`config.mk`:
```
export PLATFORM = sky130hd
export DESIGN_NAME = pipe_stage_skid
export DESIGN_NICKNAME = d
export VERILOG_FILES = /design/src/rtl/pipe_pkg.sv /design/src/rtl/pipe_sat_counter.sv /design/src/rtl/pipe_stage_skid.sv
export SDC_FILE = /design/constraint.sdc
export NUM_CORES = 1
export LEC_CHECK = 0
export ABC_AREA = 1
export CAP_MARGIN = 20
export CORE_ASPECT_RATIO = 1.5
export CORE_MARGIN = 1
export CORE_UTILIZATION = 26
export DETAILED_ROUTE_END_ITERATION = 8
export DONT_BUFFER_PORTS = 1
export GPL_ROUTABILITY_DRIVEN = 1
export PLACE_DENSITY_LB_ADDON = 0.2
export REMOVE_ABC_BUFFERS = 1
export SLEW_MARGIN = 20
export SYNTH_ARGS = -nofsm -noshare
export SYNTH_HDL_FRONTEND = slang
export SYNTH_SLANG_ARGS = --single-unit
export TNS_END_PERCENT = 30
```
`constraint.sdc`:
```
create_clock -name clk -period 1.7 [get_ports clk]
set_input_delay 0.255 -clock clk [delete_from_list [all_inputs] [get_ports clk]]
set_output_delay 0.255 -clock clk [all_outputs]
set_load 0.1 [all_outputs]
```
`src/rtl/pipe_pkg.sv`:
```
// Shared types and default widths for the skid-buffered pipeline stage register.
package pipe_pkg;

  localparam int PIPE_DATA_W = 128;
  localparam int PIPE_CTRL_W = 16;
  localparam int PIPE_CNT_W  = 16;

  // Occupancy of the stage: nothing held, main register only, main plus skid.
  typedef enum logic [1:0] {
    EMPTY = 2'd0,
    ONE   = 2'd1,
    TWO   = 2'd2
  } pipe_state_e;

endpackage

```
`src/rtl/pipe_sat_counter.sv`:
```
// Saturating up-counter used for the stage performance counters; sticks at all-ones
// until reset.
module pipe_sat_counter #(
  parameter int CNT_W = 16
) (
  input  logic             clk,
  input  logic             rst_n,
  input  logic             inc,
  output logic [CNT_W-1:0] cnt
);

  // NOTE: sequential state is always assigned with <= so every flop samples
  // pre-edge values regardless of process evaluation order.
  always_ff @(posedge clk or negedge rst_n) begin
    if (!rst_n) begin
      cnt <= '0;
    end else if (inc && (cnt != '1)) begin
      cnt <= cnt + 1'b1;
    end
  end

endmodule

```
`src/rtl/pipe_stage_skid.sv`:
```
// Inter-stage pipeline register with valid/ready handshake, 2-entry skid buffer,
// flush and bubble gating of control. Optional counters under PIPE_STAGE_PERF_EN.
module pipe_stage_skid
  import pipe_pkg::*;
#(
  parameter int DATA_W = PIPE_DATA_W,
  parameter int CTRL_W = PIPE_CTRL_W,
  parameter int CNT_W  = PIPE_CNT_W
) (
  input  logic              clk,
  input  logic              rst_n,
  input  logic              flush,
  input  logic              in_valid,
  output logic              in_ready,
  input  logic [DATA_W-1:0] in_data,
  input  logic [CTRL_W-1:0] in_ctrl,
  output logic              out_valid,
  input  logic              out_ready,
  output logic [DATA_W-1:0] out_data,
  output logic [CTRL_W-1:0] out_ctrl,
  output logic [CNT_W-1:0]  stall_cnt,
  output logic [CNT_W-1:0]  bubble_cnt
);

  pipe_state_e       state_q, state_d;
  logic [DATA_W-1:0] main_data_q, skid_data_q;
  logic [CTRL_W-1:0] main_ctrl_q, skid_ctrl_q;
  logic              in_fire, out_fire;
  logic              load_main_in, load_main_skid, load_skid;

  // Both handshake flags decode only the state register, so in_ready never
  // depends combinationally on out_ready.
  assign in_ready  = (state_q != TWO);
  assign out_valid = (state_q != EMPTY);
  assign in_fire   = in_valid & in_ready;
  assign out_fire  = out_valid & out_ready;

  assign out_data  = main_data_q;
  assign out_ctrl  = out_valid ? main_ctrl_q : '0;

  // NOTE: every output of this block gets a default first, so no path leaves a
  // signal unassigned and no latch is inferred.
  always_comb begin
    state_d        = state_q;
    load_main_in   = 1'b0;
    load_main_skid = 1'b0;
    load_skid      = 1'b0;
    if (flush) begin
      state_d = EMPTY;
    end else begin
      case (state_q)
        EMPTY: begin
          if (in_fire) begin
            load_main_in = 1'b1;
            state_d      = ONE;
          end
        end
        ONE: begin
          if (in_fire && out_fire) begin
            load_main_in = 1'b1;
          end else if (in_fire) begin
            load_skid = 1'b1;
            state_d   = TWO;
          end else if (out_fire) begin
            state_d = EMPTY;
          end
        end
        TWO: begin
          if (out_fire) begin
            load_main_skid = 1'b1;
            state_d        = ONE;
          end
        end
        default: state_d = EMPTY;
      endcase
    end
  end

  always_ff @(posedge clk or negedge rst_n) begin
    if (!rst_n) begin
      state_q <= EMPTY;
    end else begin
      state_q <= state_d;
    end
  end

  // NOTE: the payload registers are reset too, so out_data reads zero straight
  // out of reset instead of whatever the flops powered up with.
  always_ff @(posedge clk or negedge rst_n) begin
    if (!rst_n) begin
      main_data_q <= '0;
      main_ctrl_q <= '0;
      skid_data_q <= '0;
      skid_ctrl_q <= '0;
    end else begin
      if (load_main_in) begin
        main_data_q <= in_data;
        main_ctrl_q <= in_ctrl;
      end else if (load_main_skid) begin
        main_data_q <= skid_data_q;
        main_ctrl_q <= skid_ctrl_q;
      end
      if (load_skid) begin
        skid_data_q <= in_data;
        skid_ctrl_q <= in_ctrl;
      end
    end
  end

`ifdef PIPE_STAGE_PERF_EN
  // Counting keys off the registered state, so a flush cycle counts as pre-flush.
  pipe_sat_counter #(.CNT_W(CNT_W)) u_stall_cnt (
    .clk   (clk),
    .rst_n (rst_n),
    .inc   (out_valid & ~out_ready),
    .cnt   (stall_cnt)
  );

  pipe_sat_counter #(.CNT_W(CNT_W)) u_bubble_cnt (
    .clk   (clk),
    .rst_n (rst_n),
    .inc   (~out_valid),
    .cnt   (bubble_cnt)
  );
`else
  assign stall_cnt  = '0;
  assign bubble_cnt = '0;
`endif

endmodule
```
### After elaboration in Yosys (flattened, before gate mapping)

Cells that the tools add are included.

| word-level totals | value |
|---|---|
| logic and storage cells | 41 |
| bits of input ports | 149 |
| output and inout port bits | 178 |
| register bits after elaboration | 290 |

| operators by class | value |
|---|---|
| bitwise operators | 2 |
| mux-type cells | 22 |
| reductions and logical operators | 5 |
| equality and inequality tests | 7 |

Operators by type and width:

| kind | number |
|---|---|
| $mux 128 | 2 |
| $mux 16 | 3 |
| $mux 2 | 6 |
| $mux 1 | 9 |
| $ne 3x3->1 const B | 3 |
| $pmux 2 s3 | 1 |
| $ne 4x4->1 const B | 1 |
| $reduce_and 4->1 | 1 |
| $reduce_bool 2->1 | 2 |
| $and 1x1->1 | 2 |
| $eq 2x1->1 const B | 1 |
| $eq 2x2->1 const B | 1 |
| $logic_not 2->1 | 1 |
| $ne 2x2->1 const B | 1 |
| $pmux 1 s2 | 1 |
| $logic_and 1x1->1 | 1 |

### Longest topological paths before layout

Gate-level depths: netlist of the first run.

| depth | value |
|---|---|
| depth after elaboration | 7 |
| mapped depth | 10 |
| depth with buffers taken out | 8 |

### Worst setup path before layout of the first run

OpenSTA, ideal clock, no wires.

| timing | value |
|---|---|
| path type | reg-to-output |
| start | register state_q[0] |
| end | output out_ctrl[10] |
| setup slack | -0.583 ns |
| data arrival time | 2.028 ns |
| required time | 1.445 ns |
| path buffers | 2 |
| cell stages (with the launch flop) | 5 |
| cells stage by stage | dfrtp_1 buf_4 nor2_1 clkbuf_1 nor2_1 |

| between the ends | value |
|---|---|
| word-level cells in the longest chain between the ends | 2 |

RTL lines:

| item | line | RTL |
|---|---|---|
| start: declaration | pipe_stage_skid.sv:25 | `pipe_state_e state_q, state_d;` |
| start signal: assignment | pipe_stage_skid.sv:83 | `state_q <= state_d;` |
| $reduce_bool 2->1 | pipe_stage_skid.sv:34 | `assign out_valid = (state_q != EMPTY);` |
| $mux 16 | pipe_stage_skid.sv:39 | `assign out_ctrl = out_valid ? main_ctrl_q : '0;` |
| end: declaration | pipe_stage_skid.sv:20 | `output logic [CTRL_W-1:0] out_ctrl,` |

Every way passes these cells.

### Worst setup path after layout of the first run

| timing | value |
|---|---|
| start | register state_q[0] |
| end | output out_ctrl[1] |

Same word-level chain as after synthesis.

==> results.yml, run 1 <==
timing:
  rsz0062_at_grt: "true"
  period_minus_slack_ns: 1.90
  hold_violations: 290
  skew_ns: 0.00605
  setup_viol: 18
  fmax_ghz: 0.525
  max-slew-margin-rel_pct: 39.1
  whs_ns: -0.615
  tightest_slew_ns: 0.914
  fin_crit_sh_pct: 112
  final-max-slew-violation-count: 0
  setup_ws_ns: -0.204
cells_and_area:
  regArea_sq_mm: 0.00726
  mostFrequentLayoutCell: "nand2_1"
  nFillCells: 4902
  final_cells: 2390
  drive_gt1_share_pct: 15.2
  multi_input_area_sq_mm: 0.00417
  area_growth_pct: 37.9
  design_area_sq_mm: 0.0174
  final_cell_mix: "439 x nand2_1, 290 x nand3_1, 288 x dfrtp_1"
  nets: 1915
setup_path:
  slowest_stage: "dfrtp_2"
  end_kind: "output port"
  required_ns: 1.44
  cp_common_cell: "buf_12"
  critPathKind: "register to output port"
  cp_cell_sequence: "nor2_4 > buf_12 > buf_16 > nor2_2 > buf_12"
  crit_buf_inv: 3
  worstPathArrival_ns: 1.65
  startpoint: "state_q[0]"
  crit_family: "buffers and inverters"
  rr_startpoint: "state_q[0]"
  crit_fanout: 8
  cpPeakStageDelay_ns: 0.42
  worstSetupStartpointType: "register"
global_route:
  grt.total_usage_pct: 15.3
  antenna_found_initial: 3
  grt_pass1_vias: 10300
  overflow: 0
  grt_max_degree: 291
  grt_pass1_wl_um: 59700
floorplan:
  initial_core_util_pct: 26.4
  core_area_sq_mm: 0.0477
  rows: 98
  die_y_um: 272
  dieArea_sq_mm: 0.0493
  die_w_um: 182
  ios: 327
outcome:
  status: "complete, but fails checks"
  violations: "hold timing, setup timing"
yosys:
  avgSynthCellArea_sq_um: 8.46
  synth-seq-area-share_pct: 57.6
  synth_top_area_share_pct: 57.6
  syn_area_sq_mm: 0.0126
  ys_ff_latch: 290
  synth.area.top_cells: "dfrtp_1 58%, nand2_1 13%, nand3_1 12%"
  ys_types: 23
  synth_top_area_cell: "dfrtp_1"
  yosysWarnings: 0
  syn_inst: 1489
clocking:
  cts.path.max_buffers: 3
  cts_root_buf: "clkbuf_16"
  cts_buffers: 31
  path_clk_slew_ns: 0.06
  clk_latency_ns: 0.57
  cts_num_sinks: 290
  cts_tree: "yes"
  hold_buffers: 146
  htreeDepth: 1
detailed_routing:
  drc: 0
  ant_nets: 0
  viasPerCell: 4.37
  num_vias: 10400
  wire_per_inst_um: 15.7
  firstDrtPassIters: 5
  drt_iter0_drc: 617
  drt-total-wl_um: 37400
pwr:
  swShare_pct: 42.5
  irDropWorstVdd_mv: 0.912
  leakage_nw: 8.70
  comb_power_share_pct: 38.1
  p_int_mw: 15.4
  p_switching_mw: 11.4
  p_seq_share_pct: 36.3
  power_frac_clock_pct: 25.6
  power_density_mw_per_mm2: 1540
  finalPower_mw: 26.8
placement:
  port_buffers: 0
  dp_hpwl_um: 23500
  place_area_sq_mm: 0.0144
  place_congestion: 0.758
  dp_cells: 2180
job:
  maxCapViolations: 0
hold_path:
  hp-class: "input port to asynchronous set/reset pin"
power groups by stage:
stage,logic [mW],registers (mW),clock network [mW]
finish,10.2,9.73,6.85
global route,10.8,9.96,7.42
CTS,10.3,9.72,7.16
detailed placement,9.59,9.83,0
global placement,9.49,9.78,0
floorplan,2.66,14.6,0
cell usage after synthesis:
master and count:
buf_4 39, buf_2 55, o31ai_1 1, o21ai_0 109, nand4_4 1, nor2_4 1, nand3_1 291, dfrtp_1 290
o21ai_1 36, buf_6 2, nor2_1 18, inv_6 1, nand2_1 440, clkbuf_4 2, inv_1 165, conb_1 1
nand4_1 1, clkbuf_1 26, inv_2 5, nand2_4 1, nand2_2 1, nor2_2 1, buf_1 2
per-layer routing:
layer  GRT usage, %  vias up  share of wire (%)
met5              0        -              0.045
met4           4.55        2                2.3
met3           2.95       52                5.5
met2           28.1      256                 53
met1           17.7     4930                 40
li1               -     5199                  -
repair_timing:
action	CTS	global route
endpoints found under the hold margin	580	290
endpoints found under the setup margin	18	19
pin swaps	1	1
cloned	2	0
resized for setup	63	15
setup buffers	4	1
cell type report:
type                       instances  area share [%]
clock buffer                      50            5.46
clock inverter                     5           0.432
multi-input combinational        933            24.0
antenna                            2          0.0288
timing repair buffer             339            20.1
inverter                         171            3.83
tap                              600            4.32
sequential                       290            41.8
path summary, 6_finish.rpt:
path	end	slack (ns)	cells past startpoint
max in group asynchronous	out_data[18]	1.56	0
min in group clk	state_q[0]	0.12	6
hold / removal	skid_data_q[60]	-0.61	0
hold reg to reg	skid_data_q[9]	0.48	2
setup / recovery	out_ctrl[1]	-0.20	5
setup reg to reg	skid_data_q[90]	0.03	8
state kept, by name (all words and copies together) (netlist names):
| register | count |
|---|---|
| state_q | 2 |
| out_data | 128 |
| main_ctrl_q | 16 |
| skid_data_q | 128 |
| skid_ctrl_q | 16 |
metrics by stage:
| step | hold WS [ns] | setup WS [ns] | TNS, ns | util (%) |
|---|---|---|---|---|
| 2_1_floorplan | -0.0406 | -3.44 | -695.52 | - |
| 3_3_place_gp | -0.0339 | 0.272 | 0 | 30.3 |
| 3_5_place_dp | -0.0347 | 0.249 | 0 | 30.3 |
| 4_1_cts | -0.667 | -0.245 | -4.01 | 36.2 |
| 5_1_grt | -0.661 | -0.280 | -6.10 | 36.4 |
| 6_report | -0.615 | -0.204 | -3.32 | 36.4 |
logic make-up (layout without fill, tap and decap cells):
family / after synthesis / count (layout) / share of synthesized area, %
buf+inv: 297 / 565 / 10.8
compound gates: 146 / 146 / 5.82
simple gates: 755 / 755 / 25.7
flops: 290 / 290 / 57.6
other cells: 1 / 34 / 0.0298
No activity file was read; power rests on OpenSTA's default activity.
==> run 2, diff against run 1 <==
--- a/config.mk
+++ b/config.mk
@@ -15,6 +15,7 @@
 export GPL_ROUTABILITY_DRIVEN = 1
 export PLACE_DENSITY_LB_ADDON = 0.2
 export REMOVE_ABC_BUFFERS = 1
+export SETUP_SLACK_MARGIN = 0.02
 export SLEW_MARGIN = 20
 export SYNTH_ARGS = -nofsm -noshare
 export SYNTH_HDL_FRONTEND = slang
==> run 2 against run 1 <==
Compared with the run above:
- the flow still finishes with violations (hold timing, setup timing)
- die area is the same
- clock skew down 0.00075 ns
- wire length about the same
- sequential power about the same
- combinational power hardly changed
- cell area up 0.30%
- utilization grew 0.11 points
- count of clock-buffer cells in the layout stayed put
- worst hold slack about the same
- critical endpoint unchanged
- largest power group unchanged
==> results.yml, run 2 (synthesis results as in run 1) <==
outcome:
  status: "complete, but fails checks"
  violations: "hold timing, setup timing"
cells_and_area:
  final_cells: 2390
  area_growth_pct: 38.3
  drive_gt1_share_pct: 16.1
  final_util_pct: 36.5
  nets: 1915
  multi_input_area_sq_mm: 0.00422
  mostFrequentLayoutCell: "nand2_1"
  final_cell_mix: "424 x nand2_1, 290 x nand3_1, 288 x dfrtp_1"
  regArea_sq_mm: 0.00726
  nFillCells: 4901
global_route:
  overflow: 0
  grt_max_degree: 291
  grt_pass1_vias: 10300
  antenna_found_initial: 3
  grt.total_usage_pct: 15.3
  grt_pass1_wl_um: 59700
clocking:
  cts_buffers: 31
  path_clk_slew_ns: 0.06
  cts_tree: "yes"
  hold_buffers: 146
  cts_root_buf: "clkbuf_16"
  clk_latency_ns: 0.57
  cts_num_sinks: 290
  htreeDepth: 1
  cts.path.max_buffers: 3
setup_path:
  r2r-end: "skid_data_q[90]"
  required_ns: 1.44
  crit_fanout: 8
  worstSetupStartpointType: "register"
  end_kind: "output port"
  rr_startpoint: "state_q[0]"
  worstPathArrival_ns: 1.65
  r2r_slack_ns: 0.03
  r2r_cells: 8
  critPathKind: "register to output port"
  startpoint: "state_q[0]"
detailed_routing:
  ant_nets: 0
  drt-total-wl_um: 37400
  drc: 0
  wire_per_inst_um: 15.7
  drt_iter0_drc: 604
  viasPerCell: 4.37
  firstDrtPassIters: 5
  num_vias: 10400
timing:
  rsz0062_at_grt: "true"
  hold_violations: 290
  setup_ws_ns: -0.204
  max-slew-margin-rel_pct: 41.4
  fmax_ghz: 0.525
  final-max-slew-violation-count: 0
  tightest_slew_ns: 0.879
  period_minus_slack_ns: 1.90
  setup_viol: 18
  skew_ns: 0.00530
  whs_ns: -0.614
  fin_crit_sh_pct: 112
placement:
  port_buffers: 0
  dp_cells: 2180
  place_ws_ns: 0.249
  dp_hpwl_um: 23500
  place_congestion: 0.758
floorplan:
  ios: 327
  rows: 98
  dieArea_sq_mm: 0.0493
  die_y_um: 272
  core_area_sq_mm: 0.0477
  initial_core_util_pct: 26.4
  die_w_um: 182
hold_path:
  hp-class: "input port to asynchronous set/reset pin"
job:
  maxCapViolations: 0
pwr:
  irDropWorstVdd_mv: 0.911
  leakage_nw: 8.72
  power_density_mw_per_mm2: 1540
## run 2: changes by cell type in the layout (fill, tap and decap cells not counted), moves of 2 or more
cell	previous run	this run
nand2_1	439	424
o21ai_0	108	106
nand2_2	1	16
o21ai_1	37	39
## run 2: timing repair
action | in CTS | in global routing
gates cloned | 2 | 0
hold endpoints to repair | 580 | 290
buffers inserted | 4 | 1
setup endpoints to repair | 18 | 28
gates resized for setup | 63 | 35
pin swaps | 1 | 1
## run 2: report_power, final
group          switching, mW  internal (mW)  leakage, nW
sequential             0.902           8.85         3.63
clock                   2.78           4.06        0.505
combinational           7.73           2.48         4.58
total                   11.4           15.4         8.72
## run 2: stage by stage
stage | total power, mW | area (sq um) | hold WS, ns | setup TNS [ns]
3_5_place_dp | 19.4 | 14400 | -0.0347 | 0
3_3_place_gp | 19.3 | 14400 | -0.0339 | 0
2_1_floorplan | 17.2 | 12000 | -0.0406 | -695.52
4_1_cts | 27.2 | 17300 | -0.667 | -4.01
6_report | 26.8 | 17400 | -0.614 | -3.32
5_1_grt | 28.2 | 17400 | -0.661 | -6.09
## run 2: final cells by class
| cell class | instances | area share, % |
|---|---|---|
| timing repair buffer | 339 | 20.1 |
| clock inverter | 5 | 0.431 |
| sequential | 290 | 41.7 |
| multi-input combinational | 933 | 24.2 |
| antenna | 2 | 0.0287 |
| clock buffer | 50 | 5.44 |
| inverter | 171 | 3.83 |
| tap | 600 | 4.31 |
## run 2: worst max path at each step
stage / end / slack [ns] / cells after the start
floorplan: out_data[95] / -3.44 / 6
global placement: out_data[88] / 0.27 / 9
detailed placement: out_data[40] / 0.25 / 6
CTS: out_ctrl[10] / -0.24 / 5
global route: out_ctrl[3] / -0.28 / 5
finish: out_ctrl[1] / -0.20 / 5
## run 2: routing by layer
metal | up-vias | share of wire, % | global-route usage, %
li1 | 5201 | - | -
met1 | 4931 | 39 | 17.7
met2 | 247 | 53 | 28.1
met3 | 52 | 5.5 | 2.95
met4 | 2 | 2.3 | 4.55
met5 | - | 0.045 | 0
## run 2: critical path: stages, from the launching register on
cell	delay, ns
dfrtp_2	0.42
nor2_4	0.17
buf_12	0.14
buf_16	0.13
nor2_2	0.05
buf_12	0.16
==> run 3, diff against run 2 <==
==> constraint.sdc (replaced) <==
create_clock -name clk -period 1.7 [get_ports clk]
set_input_delay 0 -clock clk [delete_from_list [all_inputs] [get_ports clk]]
set_output_delay 0 -clock clk [all_outputs]
set_load 0.1 [all_outputs]
==> run 3 against run 2 <==
Compared with the run above:
- the flow finishes with violations (hold timing)
- via count up 0.57%
- register-to-register slack better by 0.10 ns
- first-iteration DRC count down 9.1%
- die area unchanged
- cell area down 1.8%
- count of clock-buffer cells in the layout down 4
- worst setup slack better by 0.30 ns
- clock skew up 0.010 ns
- maximum frequency up 19%
==> results.yml, run 3 (synthesis results as in run 1) <==
timing:
  whs_ns: -0.858
  tightest_slew_ns: 0.595
  skew_ns: 0.0157
  max-slew-margin-rel_pct: 60.4
  final-max-slew-violation-count: 0
  period_minus_slack_ns: 1.61
  rsz0062_at_grt: "true"
  setup_viol: 0
  fmax_ghz: 0.623
  hold_violations: 290
  fin_crit_sh_pct: 94.5
  setup_ws_ns: 0.0936
clocking:
  cts_num_sinks: 290
  hold_buffers: 147
  path_clk_slew_ns: 0.06
  cts_buffers: 31
  clk_latency_ns: 0.57
  htreeDepth: 1
  cts.path.max_buffers: 3
  cts_tree: "yes"
  cts_root_buf: "clkbuf_16"
cells_and_area:
  final_cells: 2384
  multi_input_area_sq_mm: 0.00416
  final_cell_mix: "440 x nand2_1, 290 x nand3_1, 289 x dfrtp_1"
  area_growth_pct: 35.7
  nFillCells: 4962
  mostFrequentLayoutCell: "nand2_1"
  nets: 1910
  design_area_sq_mm: 0.0171
  final_util_pct: 35.8
  drive_gt1_share_pct: 14.9
  regArea_sq_mm: 0.00726
detailed_routing:
  drc: 0
  drt-total-wl_um: 37000
  firstDrtPassIters: 5
  viasPerCell: 4.40
  drt_iter0_drc: 549
  num_vias: 10500
  ant_nets: 0
  wire_per_inst_um: 15.5
setup_path:
  r2r_cells: 7
  crit_fanout: 9
  r2r-end: "skid_data_q[97]"
  worstSetupStartpointType: "register"
  worstPathArrival_ns: 1.61
  end_kind: "output port"
  rr_startpoint: "state_q[0]"
  required_ns: 1.70
  critPathKind: "register to output port"
  r2r_slack_ns: 0.13
outcome:
  status: "complete, but fails checks"
  violations: "hold timing"
pwr:
  comb_power_share_pct: 36.5
  irDropWorstVdd_mv: 0.827
  p_int_mw: 15.3
  finalPower_mw: 26.7
  p_switching_mw: 11.4
  swShare_pct: 42.7
  power_frac_clock_pct: 26.2
  power_density_mw_per_mm2: 1560
  p_seq_share_pct: 37.2
  leakage_nw: 8.62
global_route:
  grt_pass1_vias: 10400
  grt_max_degree: 291
  grt.total_usage_pct: 15.0
  grt_pass1_wl_um: 59200
  overflow: 0
  antenna_found_initial: 2
placement:
  port_buffers: 0
  place_congestion: 0.752
  place_ws_ns: 0.239
  dp_hpwl_um: 23100
  place_area_sq_mm: 0.0144
  dp_cells: 2178
hold_path:
  hp-class: "input port to asynchronous set/reset pin"
floorplan:
  die_y_um: 272
  die_w_um: 182
  rows: 98
  core_area_sq_mm: 0.0477
  ios: 327
  dieArea_sq_mm: 0.0493
  initial_core_util_pct: 26.4
job:
  maxCapViolations: 0
run 3: power groups by stage:
stage | sequential, mW | clock (mW) | combinational (mW)
2_1_floorplan | 14.6 | 0 | 2.66
3_3_place_gp | 10.0 | 0 | 9.28
3_5_place_dp | 10.1 | 0 | 9.36
4_1_cts | 9.95 | 7.31 | 9.85
5_1_grt | 10.2 | 7.51 | 10.3
6_report | 9.95 | 7.01 | 9.76
run 3: how the worst max path moves through the flow:
stage	startpoint	endpoint	slack (ns)	depth (start not counted)
floorplan	state_q[0]	out_data[95]	-3.44	6
global placement	state_q[1]	out_data[17]	0.25	7
detailed placement	state_q[1]	out_data[1]	0.24	7
CTS	state_q[1]	out_ctrl[15]	0.03	4
global route	state_q[0]	skid_data_q[110]	0.02	7
finish	state_q[1]	out_valid	0.09	4
run 3: layout make-up:
cell class              instances  share of cell area (%)
flip-flops and latches        290                    42.5
multi-input cells             933                    24.4
repair buffers                334                    18.9
clock buffers                  46                    5.34
well taps                     600                    4.39
inverters                     171                    3.80
clock inverters                 9                   0.754
diodes                          1                  0.0146
run 3: critical path: stages, from the launching register on:
cell	delay (ns)
dfrtp_2	0.42
nor2_4	0.21
buf_12	0.17
inv_1	0.05
buf_6	0.18
run 3: repair_timing:
action / in CTS / in global routing
setup buffers: 2 / 0
resized for setup: 29 / 0
hold endpoints to repair: 580 / 290
endpoints found under the setup margin: 17 / 1
pin swaps: 1 / 0
gates cloned: 1 / 0
run 3: through the flow:
| step | TNS (ns) | hold slack [ns] |
|---|---|---|
| global route | 0 | -0.892 |
| CTS | 0 | -0.906 |
| floorplan | -691.21 | -0.296 |
| finish | 0 | -0.858 |
| detailed placement | 0 | -0.288 |
| global placement | 0 | -0.290 |
run 3: layer usage:
metal  wire length [um]  vias to the layer above  GRT usage (%)  share of wire (%)
met1              15200                     5007           18.2                 41
li1                   -                     5193              -                  -
met4                826                        2           4.59                2.2
met3               1710                       48           2.37                4.6
met2              19300                      242           27.0                 52
met5                 11                        -              0              0.030
